**config.mk**
```make
export PLATFORM = sky130hd
export DESIGN_NAME = pc_gen_lite
export DESIGN_NICKNAME = d
export VERILOG_FILES = /design/src/rtl/pc_gen_lite.sv
export SDC_FILE = /design/constraint.sdc
export NUM_CORES = 1
export LEC_CHECK = 0
export ABC_AREA = 1
export CORE_MARGIN = 2
export CORE_UTILIZATION = 42
export CTS_CLUSTER_SIZE = 20
export DETAILED_ROUTE_END_ITERATION = 8
export PLACE_DENSITY = 0.79
export SYNTH_ARGS = -nofsm -noshare
export SYNTH_HDL_FRONTEND = slang
export SYNTH_SLANG_ARGS = --single-unit
```
**constraint.sdc**
```tcl
create_clock -name clk -period 4.5 [get_ports clk]
set_input_delay 1.125 -clock clk [delete_from_list [all_inputs] [get_ports clk]]
set_output_delay 1.125 -clock clk [all_outputs]
set_load 0.005 [all_outputs]
```
**src/rtl/pc_gen_lite.sv**
```systemverilog
// ============================================================================
// pc_gen_lite: two-slot fetch-address generator with MIPS delay-slot handling
// Revision: 1.0
// ============================================================================
`default_nettype none

module pc_gen_lite #(
  parameter logic [31:0] RESET_PC = 32'hBFC0_0000,
  parameter int          PTA_W    = 33
) (
  input  logic             clk,
  input  logic             resetn,
  input  logic             stall,
  input  logic             flush,
  input  logic [31:0]      flush_pc,
  input  logic             mispred,
  input  logic [31:0]      mispred_pc,
  input  logic [PTA_W-1:0] pta0,
  input  logic [PTA_W-1:0] pta1,
  input  logic             fetch_ready,
  output logic [31:0]      pc,
  output logic [31:0]      pc_p4,
  output logic             fetch_req,
  output logic             slot1_valid,
  output logic             pred_taken
);

  localparam int TAKEN_BIT = PTA_W - 1;

  typedef enum logic [0:0] {
    SEQ = 1'b0,
    DS  = 1'b1
  } state_t;

  state_t      state;
  logic [31:0] saved_tar;
  logic        adv;
  logic        taken0;
  logic        taken1;

  assign taken0     = pta0[TAKEN_BIT];
  assign taken1     = pta1[TAKEN_BIT];
  assign adv        = fetch_req & fetch_ready & ~stall;
  assign pc_p4      = pc + 32'd4;
  assign pred_taken = (state == SEQ) & (taken0 | taken1);

  always_ff @(posedge clk or negedge resetn) begin
    if (!resetn) begin
      pc          <= RESET_PC;
      fetch_req   <= 1'b0;
      slot1_valid <= 1'b1;
      state       <= SEQ;
      saved_tar   <= 32'd0;
    end else begin
      // The front end always has a request outstanding once out of reset.
      fetch_req <= 1'b1;
      if (flush || mispred) begin
        pc          <= flush ? flush_pc : mispred_pc;
        state       <= SEQ;
        slot1_valid <= 1'b1;
        saved_tar   <= 32'd0;
      end else if (adv) begin
        case (state)
          SEQ: begin
            if (taken0) begin
              // Slot1 is the delay slot of slot0's branch, already fetched.
              pc <= pta0[31:0];
            end else if (taken1) begin
              pc          <= pc + 32'd8;
              saved_tar   <= pta1[31:0];
              slot1_valid <= 1'b0;
              state       <= DS;
            end else begin
              pc <= pc + 32'd8;
            end
          end
          DS: begin
            pc          <= saved_tar;
            slot1_valid <= 1'b1;
            state       <= SEQ;
          end
          default: state <= SEQ;
        endcase
      end
    end
  end

endmodule

`default_nettype wire

```
==> results.md, run 1 <==
* Outcome: complete, no violations
* N_diodes at 0
* Reg clk slew, reported paths at 60 ps
* Yosys warnings at 0
* Crit path required time at 3380 ps
* Post-CTS Repair Setup Buffers at 0
* Vias in the first global route at 5494
* Syn Area/Cell at 6.93 sq um
* Setup violators final at 0
* Clk buf depth at 2
* Most frequent cell after synthesis: nand2_1
* DRC viols at 0
* Slew headroom at 0.305
* Cells after Synth at 700
* Placeable Area at 11400 sq um
* Clock latency on the worst-skew pair at 330 ps
* Vias per std cell at 5.53
* Fillers at 1033
* Row count at 39
* Compound-Gate Fraction of Synth Area at 0.178
* Pin count of the biggest net entering global routing at 40
* Initial antenna violation count at 0
* Cell Chain, Critical Path: ha_1, nand3_2, nor2_2, nand2_1, nor2_2, nand2_2, nor3_4, nand2_1, xor2_1, clkdlybuf4s50_1
* Clock buffer count from CTS at 9
* Die Area at 12400 sq um
* First-pass GRT wire length at 29200 microns
* Min Hold Slack at 512 ps
* Crit path max fanout at 12
* Buffers added on ports at 202
* Yosys reg bits at 67
* Final worst path period need at 3940 ps
* Multi-input gate area at 2750 sq um
* Post-synthesis net count at 838
* Initial DRC Count at 482
* Critical path launch point type: flop
* Power Dens Cells at 288 nW/um^2
* DRT Wirelength at 18700 microns
* Overflow after GRT at 0
* Initial Utilization at 0.427
* Sequential power share at 0.349
* Endpoints failing hold at 0
* Clk root buf: clkbuf_16
* # hold bufs at CTS at 0
* Cts repair resizes at 0
* Final net count at 1024
* Post-synth ARST share at 1.00
* ANT nets after route at 0
* Internal power at 1.47 mW
* Unique masters post-synth at 38
* CP arrival at 2820 ps
* Sw Share at 0.299
* Overall routing resource usage at 0.297
* H-tree Lvls at 3
* Comb power frac at 0.284
* Clock share of power at 0.367
* Mux contribution to synthesized area at 0
* Ys flop type: dfrtp_1
* Hold WC Path Type: reg2reg
* WS Path Type: reg2out
* Post-synth EDFFs at 0
* Simple-gate share of the synthesized area at 0.327
* Post-synthesis xor/xnor area fraction at 0.0559
* Pre-antenna DRT Iters at 5
* Crit path capture type: primary output
* Number of clock sinks at 67
* Leakage at 3.07 nW
* Fraction of layout cells with a size suffix above 1 at 0.0707
* Slowest cell on crit path: dfrtp_1
* Share of the yosys chip area belonging to registers at 0.348
* Synth area leader: dfrtp_1
* Maximum vdd drop at 0.162 mV
* Via Count at 5718
* DR WL/cell at 18.0 microns
* Fin Setup TNS at 0 ps
* RSZ-0062 raised after global routing: false
* Top cells by area, synth: dfrtp_1 29%, nand2_1 13%, nand3_1 8.1%
* Fmax at 254 MHz
* Synth top cells by count: 174 x nand2_1, 81 x nor2_1, 79 x nand3_1
* Final period utilization at 0.876
* Reg area at 1690 sq um
* CTS tree: built
* Adder-Cell Fraction of Synth Area at 0.00516
* Clk_skew at 9.03 ps
* # IOs at 203
* Layout area overhead at 49.6%
* Main combinational cell family by area after synthesis: simple AND/OR/NAND/NOR gates
* Post-synthesis cell area at 4850 sq um
* Die Y at 111 microns
* Area share of the largest cell type after synthesis at 0.294
* Max Cap Violations at 0
* Crit-path max cell delay at 640 ps
* Slew Viols, Final at 0
* Net Sw Power at 624 uW
* Global placer's final weighted congestion at 1.00
* DP HPWL at 14400 microns
* DIE WIDTH at 111 microns
* Worst-margin pin slew at 1040 ps
==> flip-flops by register name, summed over array words and instances (netlist names) <==
name,flops
fetch_req,1
pc,32
saved_tar,32
slot1_valid,1
state,1
==> per-layer routing <==
| layer | up-vias | track usage | wire [microns] |
|---|---|---|---|
| met2 | 351 | 0.467 | 8420 |
| met3 | 40 | 0.0648 | 2090 |
| met1 | 2633 | 0.407 | 7670 |
| li1 | 2694 | - | - |
| met4 | 0 | 0.106 | 480 |
| met5 | - | 0 | 0 |
==> cells in the final DEF (no fill, tap or decap), drive strengths merged, types with 4 or more instances in the layout <==
| cell type | instances |
|---|---|
| a22oi | 29 |
| nand2 | 180 |
| o211ai | 5 |
| clkdlybuf4s50 | 201 |
| dfrtp | 57 |
| clkinv | 4 |
| o21ai | 49 |
| dfstp | 10 |
| inv | 65 |
| xor2 | 28 |
| nand3 | 80 |
| a221oi | 10 |
| buf | 9 |
| a21oi | 22 |
| nor2 | 96 |
| o211a | 5 |
| clkbuf | 10 |
| o22ai | 4 |
==> cell type report <==
type                            count  share of cell area
Inverter                           66              0.0341
Sequential cell                    67               0.233
Multi-Input combinational cell    532               0.379
Clock inverter                      6              0.0124
Clock buffer                       10              0.0315
Timing Repair Buffer              210               0.286
Tap cell                          143              0.0246
==> logic make-up (layout without fill, tap and decap cells) <==
kind of cell               count (synthesis)  after routing
xor gates and xnor gates                  31             31
and+or+nand+nor                          363            363
adders and majority gates                  2              2
AOI/OAI and AO/OA                        135            135
buffers and inverters                    101            292
other                                      1              1
DFF                                       67             67
==> stage by stage <==
step	instances	utilization	setup slack (ps)	power [mW]	instance area (sq um)
detailed placement	1018	0.611	910	1.33	6940
finish	1034	0.639	560	2.09	7260
global route	1034	0.639	398	2.17	7260
global placement	1018	0.611	897	1.32	6940
floorplan	700	-	1810	0.951	4850
CTS	1034	0.639	597	2.09	7260
==> worst paths after layout <==
check                             start            to  slack (ps)  depth (start not counted)
max                               pc[2]     pc_p4[28]         560                         10
min                        saved_tar[4]  saved_tar[4]         510                          2
max reg2reg                       state        pc[14]        2200                          7
min reg2reg                saved_tar[4]  saved_tar[4]         510                          2
max in group asynchronous        resetn   slot1_valid        2610                          2
min in group asynchronous        resetn        pc[21]         880                          1
==> worst max-delay path, delay by kind of cell (launching register included) <==
family,cells,cell delay [ps]
buffers and inverters,1,510
adder cells (fa/ha/maj),1,290
XOR/XNOR,1,130
AND/OR/NAND/NOR,7,900
flip-flops,1,640
==> power by group through the flow <==
stage          clock network [mW]  registers (mW)  logic (mW)
2_1_floorplan                   0           0.707       0.244
4_1_cts                     0.770           0.726       0.592
3_5_place_dp                    0           0.736       0.589
6_report                    0.766           0.729       0.594
5_1_grt                     0.798           0.733       0.642
3_3_place_gp                    0           0.736       0.585
No activity file was read; power rests on OpenSTA's default activity.
==> inputs of run 2 (changes only) <==
CORE_MARGIN = unset   (was 2)
==> results.md, run 2 (synthesis results as in run 1) <==
* Top flop regs: pc (32), saved_tar (32)
* Initial antenna violation count at 1 (+1)
* Hold path depth at 2 (unchanged)
* R2R cell count at 7 (unchanged)
* Critical path launch point type: flop
* Power Dens Cells at 289 nW/um^2 (+0.50%)
* Buffers added on ports at 202 (unchanged)
* Min Hold Slack at 512 ps (+0.764 ps)
* Crit path required time at 3380 ps (about the same)
* Vias in the first global route at 5571 (+1.4%)
* Overflow after GRT at 0 (unchanged)
* Worst r2r dst: pc[13]
* Reg clk slew, reported paths at 60 ps (about the same)
* Met2 Routed Length at 9250 microns (+9.9%)
* Worst Hold Launch: slot1_valid
* Buffers and inverters on the worst path at 1 (unchanged)
* WS Path Type: reg2out
* Final net count at 1024 (unchanged)
* # hold bufs at CTS at 0 (unchanged)
* Outcome: complete, no violations
* CP top delay family: simple AND/OR/NAND/NOR gates
* Hold WC Path Type: reg2reg
* Die Area at 12000 sq um (-3.6%)
* Setup violators final at 0 (unchanged)
* Clock latency on the worst-skew pair at 340 ps (about the same)
* RSZ-0062 raised after global routing: false
* R2r startpoint: state
* Maximum vdd drop at 0.150 mV (-7.1%)
* DP HPWL at 15100 microns (+4.6%)
* Wire length on met1 at 8290 microns (+8.1%)
* Clock buffer count from CTS at 9 (unchanged)
* Commonest non-fill, non-tap cell in the layout: clkdlybuf4s50_1
* Final worst path period need at 3970 ps (+33.4 ps)
* Final period utilization at 0.883 (+0.00741)
* Crit path max fanout at 12 (unchanged)
* Post-CTS Repair Setup Buffers at 0 (unchanged)
* Fmax at 252 MHz (-0.84%)
* Slew headroom at 0.227 (-0.0773)
* Clk buf depth at 2 (unchanged)
* Slowest cell on crit path: dfrtp_1
* Initial Utilization at 0.440 (+0.0131)
* DIE WIDTH at 109 microns (-1.8%)
* Endpoints failing hold at 0 (unchanged)
* Cts repair resizes at 0 (unchanged)
* Crit path capture type: primary output
* Commonest non-fill, non-tap cells in the layout: 201 x clkdlybuf4s50_1, 174 x nand2_1, 81 x nor2_1, 79 x nand3_1, 61 x inv_1
* Placeable Area at 11000 sq um (-3.0%)
* Final cell count without fillers at 1032 (-0.19%)
* Cell Chain, Critical Path: ha_1, nand3_2, nor2_2, nand2_1, nor2_2, nand2_2, nor3_4, nand2_1, xor2_1, clkdlybuf4s50_1
* Worst reg-to-reg setup slack at 2190 ps (about the same)
* Pre-antenna DRT Iters at 5 (unchanged)
* CP arrival at 2850 ps (+30 ps)
* Worst-margin pin slew at 1160 ps (+116 ps)
* Max Cap Violations at 0 (unchanged)
* Met3 WL post-DR at 1480 microns (-29%)
* Layout area overhead at 49.7% (about the same)
* Number of clock sinks at 67 (unchanged)
* Slew Viols, Final at 0 (unchanged)
* DRC viols at 0 (unchanged)
* Initial DRC Count at 458 (-5.0%)
* H-tree Lvls at 3 (unchanged)
* Setup WS pre-CTS at 872 ps (-37.8 ps)
* Clk_skew at 6.26 ps (-2.77 ps)
* Via Count at 5697 (-0.37%)
* Uppermost layer routed: met4
* CTS tree: built
* Vias per std cell at 5.52 (-0.17%)
* Hold endpoint: slot1_valid
* Overall routing resource usage at 0.339 (+0.0414)
* Fin Setup TNS at 0 ps (unchanged)
* Row count at 38 (-2.6%)
* Crit-path max cell delay at 640 ps (about the same)
* # IOs at 203 (unchanged)
* First-pass GRT wire length at 30100 microns (+3.0%)
* ANT nets after route at 0 (unchanged)
* Pin count of the biggest net entering global routing at 37 (-7.5%)
* Final WS setup at 526 ps (-33.4 ps)
* Placed insts at 1015 (-0.29%)
* Die Y at 109 microns (-1.8%)
* Fraction of layout cells with a size suffix above 1 at 0.0718 (+0.00112)
* Leakage at 3.07 nW (+0.11%)
* DR WL/cell at 18.8 microns (+4.3%)
* DRT Wirelength at 19400 microns (+4.1%)
* Global placer's final weighted congestion at 0.901 (-9.9%)
* Clk root buf: clkbuf_16
run 2: area by class of cell:
class	instances	area (sq um)
clock buffers	9	225
diodes	1	2.50
multi-input cells	532	2750
inverters	66	248
flip-flops and latches	67	1690
clock inverters	7	98.8
repair buffers	210	2080
fillers	983	3760
well taps	140	175
run 2: how the worst max path moves through the flow:
stage                   from    endpoint  cells past startpoint
detailed placement  pta0[32]  pred_taken                      4
floorplan              pc[4]   pc_p4[21]                      9
CTS                    pc[2]   pc_p4[28]                     10
global placement    pta0[32]  pred_taken                      4
finish                 pc[2]   pc_p4[28]                     10
global route           pc[2]   pc_p4[28]                     10
run 2: power by group:
group | leakage, nW | total, mW | switching, mW | internal [mW]
sequential | 0.850 | 0.727 | 0.0781 | 0.649
clock | 0.156 | 0.778 | 0.289 | 0.489
combinational | 2.07 | 0.596 | 0.267 | 0.329
total | 3.07 | 2.10 | 0.635 | 1.47
run 2: tightest hold or removal path, stage by stage, from the launching register on:
cell,delay [ps]
dfstp_2,370
o21ai_0,60
o21ai_0,80
run 2: stage by stage:
step	utilization	total power, mW	area (sq um)
finish	0.659	2.10	7270
global route	0.659	2.20	7270
CTS	0.658	2.11	7260
detailed placement	0.629	1.33	6940
global placement	0.629	1.32	6940
floorplan	-	0.951	4850
run 2: routing by layer:
layer  track usage  vias up
met5             0        -
met4         0.112        0
met3        0.0581       32
met2         0.552      262
met1         0.455     2703
li1              -     2700
==> inputs of run 3 (changes only) <==
CORE_ASPECT_RATIO = 2   (was unset)
==> results.md, run 3 (synthesis results as in run 1) <==
* Max Cap Violations at 0 (unchanged)
* DIE WIDTH at 78.0 microns (-29%)
* DRC viols at 0 (unchanged)
* H-tree Lvls at 3 (unchanged)
* Top flop regs: pc (32), saved_tar (32)
* Crit path required time at 3380 ps (about the same)
* Die Y at 154 microns (+41%)
* DP HPWL at 15100 microns (+0.16%)
* Clk buf depth at 2 (unchanged)
* Uppermost layer routed: met4
* Power Dens Cells at 293 nW/um^2 (+1.4%)
* Die Area at 12000 sq um (+0.22%)
* Reg clk slew, reported paths at 60 ps (about the same)
* Worst Hold Launch: saved_tar[14]
* RSZ-0062 raised after global routing: false
* Slew headroom at 0.508 (+0.280)
* Initial antenna violation count at 0 (-1)
* Final net count at 1025 (+0.098%)
* Number of clock sinks at 67 (unchanged)
* Clk root buf: clkbuf_16
* Final WS setup at 438 ps (-87.8 ps)
* Fin Setup TNS at 0 ps (unchanged)
* Met2 Routed Length at 10300 microns (+11%)
* Post-CTS Repair Setup Buffers at 0 (unchanged)
* Vias per std cell at 5.57 (+0.82%)
* DRT Wirelength at 19300 microns (-0.80%)
* ANT nets after route at 0 (unchanged)
* CP Launch Point: pc[2]
* Layout area overhead at 50.2%
* Met3 WL post-DR at 1050 microns (-29%)
* Commonest non-fill, non-tap cells in the layout: 201 x clkdlybuf4s50_1, 174 x nand2_1, 81 x nor2_1, 79 x nand3_1, 61 x inv_1
* Vias in the first global route at 5674 (+1.8%)
* Setup violators final at 0 (unchanged)
* Global placer's final weighted congestion at 0.989 (+9.8%)
* Fmax at 246 MHz (-2.2%)
* Cell Chain, Critical Path: ha_1, nand3_2, nor3_4, nand2_2, nor3_4, nand2_2, nor2_2, xor2_1, clkdlybuf4s50_1
* First-pass GRT wire length at 29400 microns (-2.2%)
* Clock buffer count from CTS at 9 (unchanged)
* Cts repair resizes at 0 (unchanged)
* Placeable Area at 11300 sq um (+2.3%)
* Worst r2r dst: pc[10]
* Overall routing resource usage at 0.325 (-0.0136)
* Slowest cell on crit path: dfrtp_1
* Critical path launch point type: flop
* Final worst path period need at 4060 ps (+87.8 ps)
* DR WL/cell at 18.6 microns (-0.99%)
* Wire length on met1 at 6930 microns (-16%)
* Crit path capture type: primary output
* Commonest non-fill, non-tap cell in the layout: clkdlybuf4s50_1
* Pre-antenna DRT Iters at 5 (unchanged)
* Clk_skew at 4.88 ps (-1.38 ps)
* Hold WC Path Type: reg2reg
* Endpoints failing hold at 0 (unchanged)
* Buffers added on ports at 202 (unchanged)
* Overflow after GRT at 0 (unchanged)
* CTS tree: built
* Clock latency on the worst-skew pair at 340 ps (about the same)
* Critical path destination: pc_p4[30]
* Worst-margin pin slew at 738 ps (-419 ps)
* WS Path Type: reg2out
* Crit-path max cell delay at 660 ps (+20 ps)
* N_diodes at 0 (-1)
* R2r startpoint: state
* Utilization after layout at 0.646 (-0.0127)
* Worst reg-to-reg setup slack at 2120 ps (-70 ps)
* Via Count at 5755 (+1.0%)
* Fraction of layout cells with a size suffix above 1 at 0.0729 (+0.00104)
* Slew Viols, Final at 0 (unchanged)
* Maximum vdd drop at 0.287 mV (+91%)
* Row count at 55 (+45%)
* Final period utilization at 0.903 (+0.0195)
* R2R cell count at 7 (unchanged)
* Initial Utilization at 0.430 (-0.00995)
* Crit path max fanout at 12 (unchanged)
* Setup WS pre-CTS at 796 ps (-76.8 ps)
* Outcome: complete, no violations
* Initial DRC Count at 436 (-4.8%)
* Pin count of the biggest net entering global routing at 39 (+5.4%)
* CP arrival at 2940 ps (+90 ps)
* Leakage at 3.09 nW (+0.48%)
* # IOs at 203 (unchanged)
* # hold bufs at CTS at 0 (unchanged)
[run 3: cell type report]
class	count	area (sq um)
timing repair buffer	211	2080
sequential	67	1690
clock inverter	7	116
multi-input combinational	532	2750
fill	1039	4000
inverter	66	248
clock buffer	9	225
tap	142	178
[run 3: where the power goes]
part / switching [mW] / leakage (nW) / internal (mW)
Sequential: 0.0812 / 0.850 / 0.649
Clock: 0.274 / 0.165 / 0.540
Combinational: 0.266 / 2.07 / 0.329
Total: 0.621 / 3.09 / 1.52
[run 3: worst min path at each step]
stage / end / slack (ps) / depth (start not counted)
final: saved_tar[14] / 510 / 2
after global placement: saved_tar[1] / 490 / 2
after CTS: saved_tar[14] / 510 / 2
after floorplan: saved_tar[25] / 480 / 2
after detailed placement: saved_tar[14] / 490 / 2
after global routing: saved_tar[0] / 540 / 2
[run 3: per-stage QoR]
stage               total power [mW]  instances  instance area [sq um]  hold WS, ps
floorplan                      0.951        700                   4850          476
global placement                1.32       1018                   6950          490
detailed placement              1.33       1018                   6950          494
CTS                             2.14       1034                   7290          509
global route                    2.22       1034                   7290          540
finish                          2.14       1034                   7290          508
[run 3: critical path, delay by kind of cell (launching register included)]
family	cells	cell delay, ps
xor gates and xnor gates	1	170
adders and majority gates	1	310
and+or+nand+nor	6	950
buffers and inverters	1	520
DFF	1	660
[run 3: layer usage]
metal | vias to the layer above | track usage
met1 | 2697 | 0.352
met3 | 72 | 0.0528
met4 | 0 | 0.181
li1 | 2703 | -
met2 | 283 | 0.588
met5 | - | 0
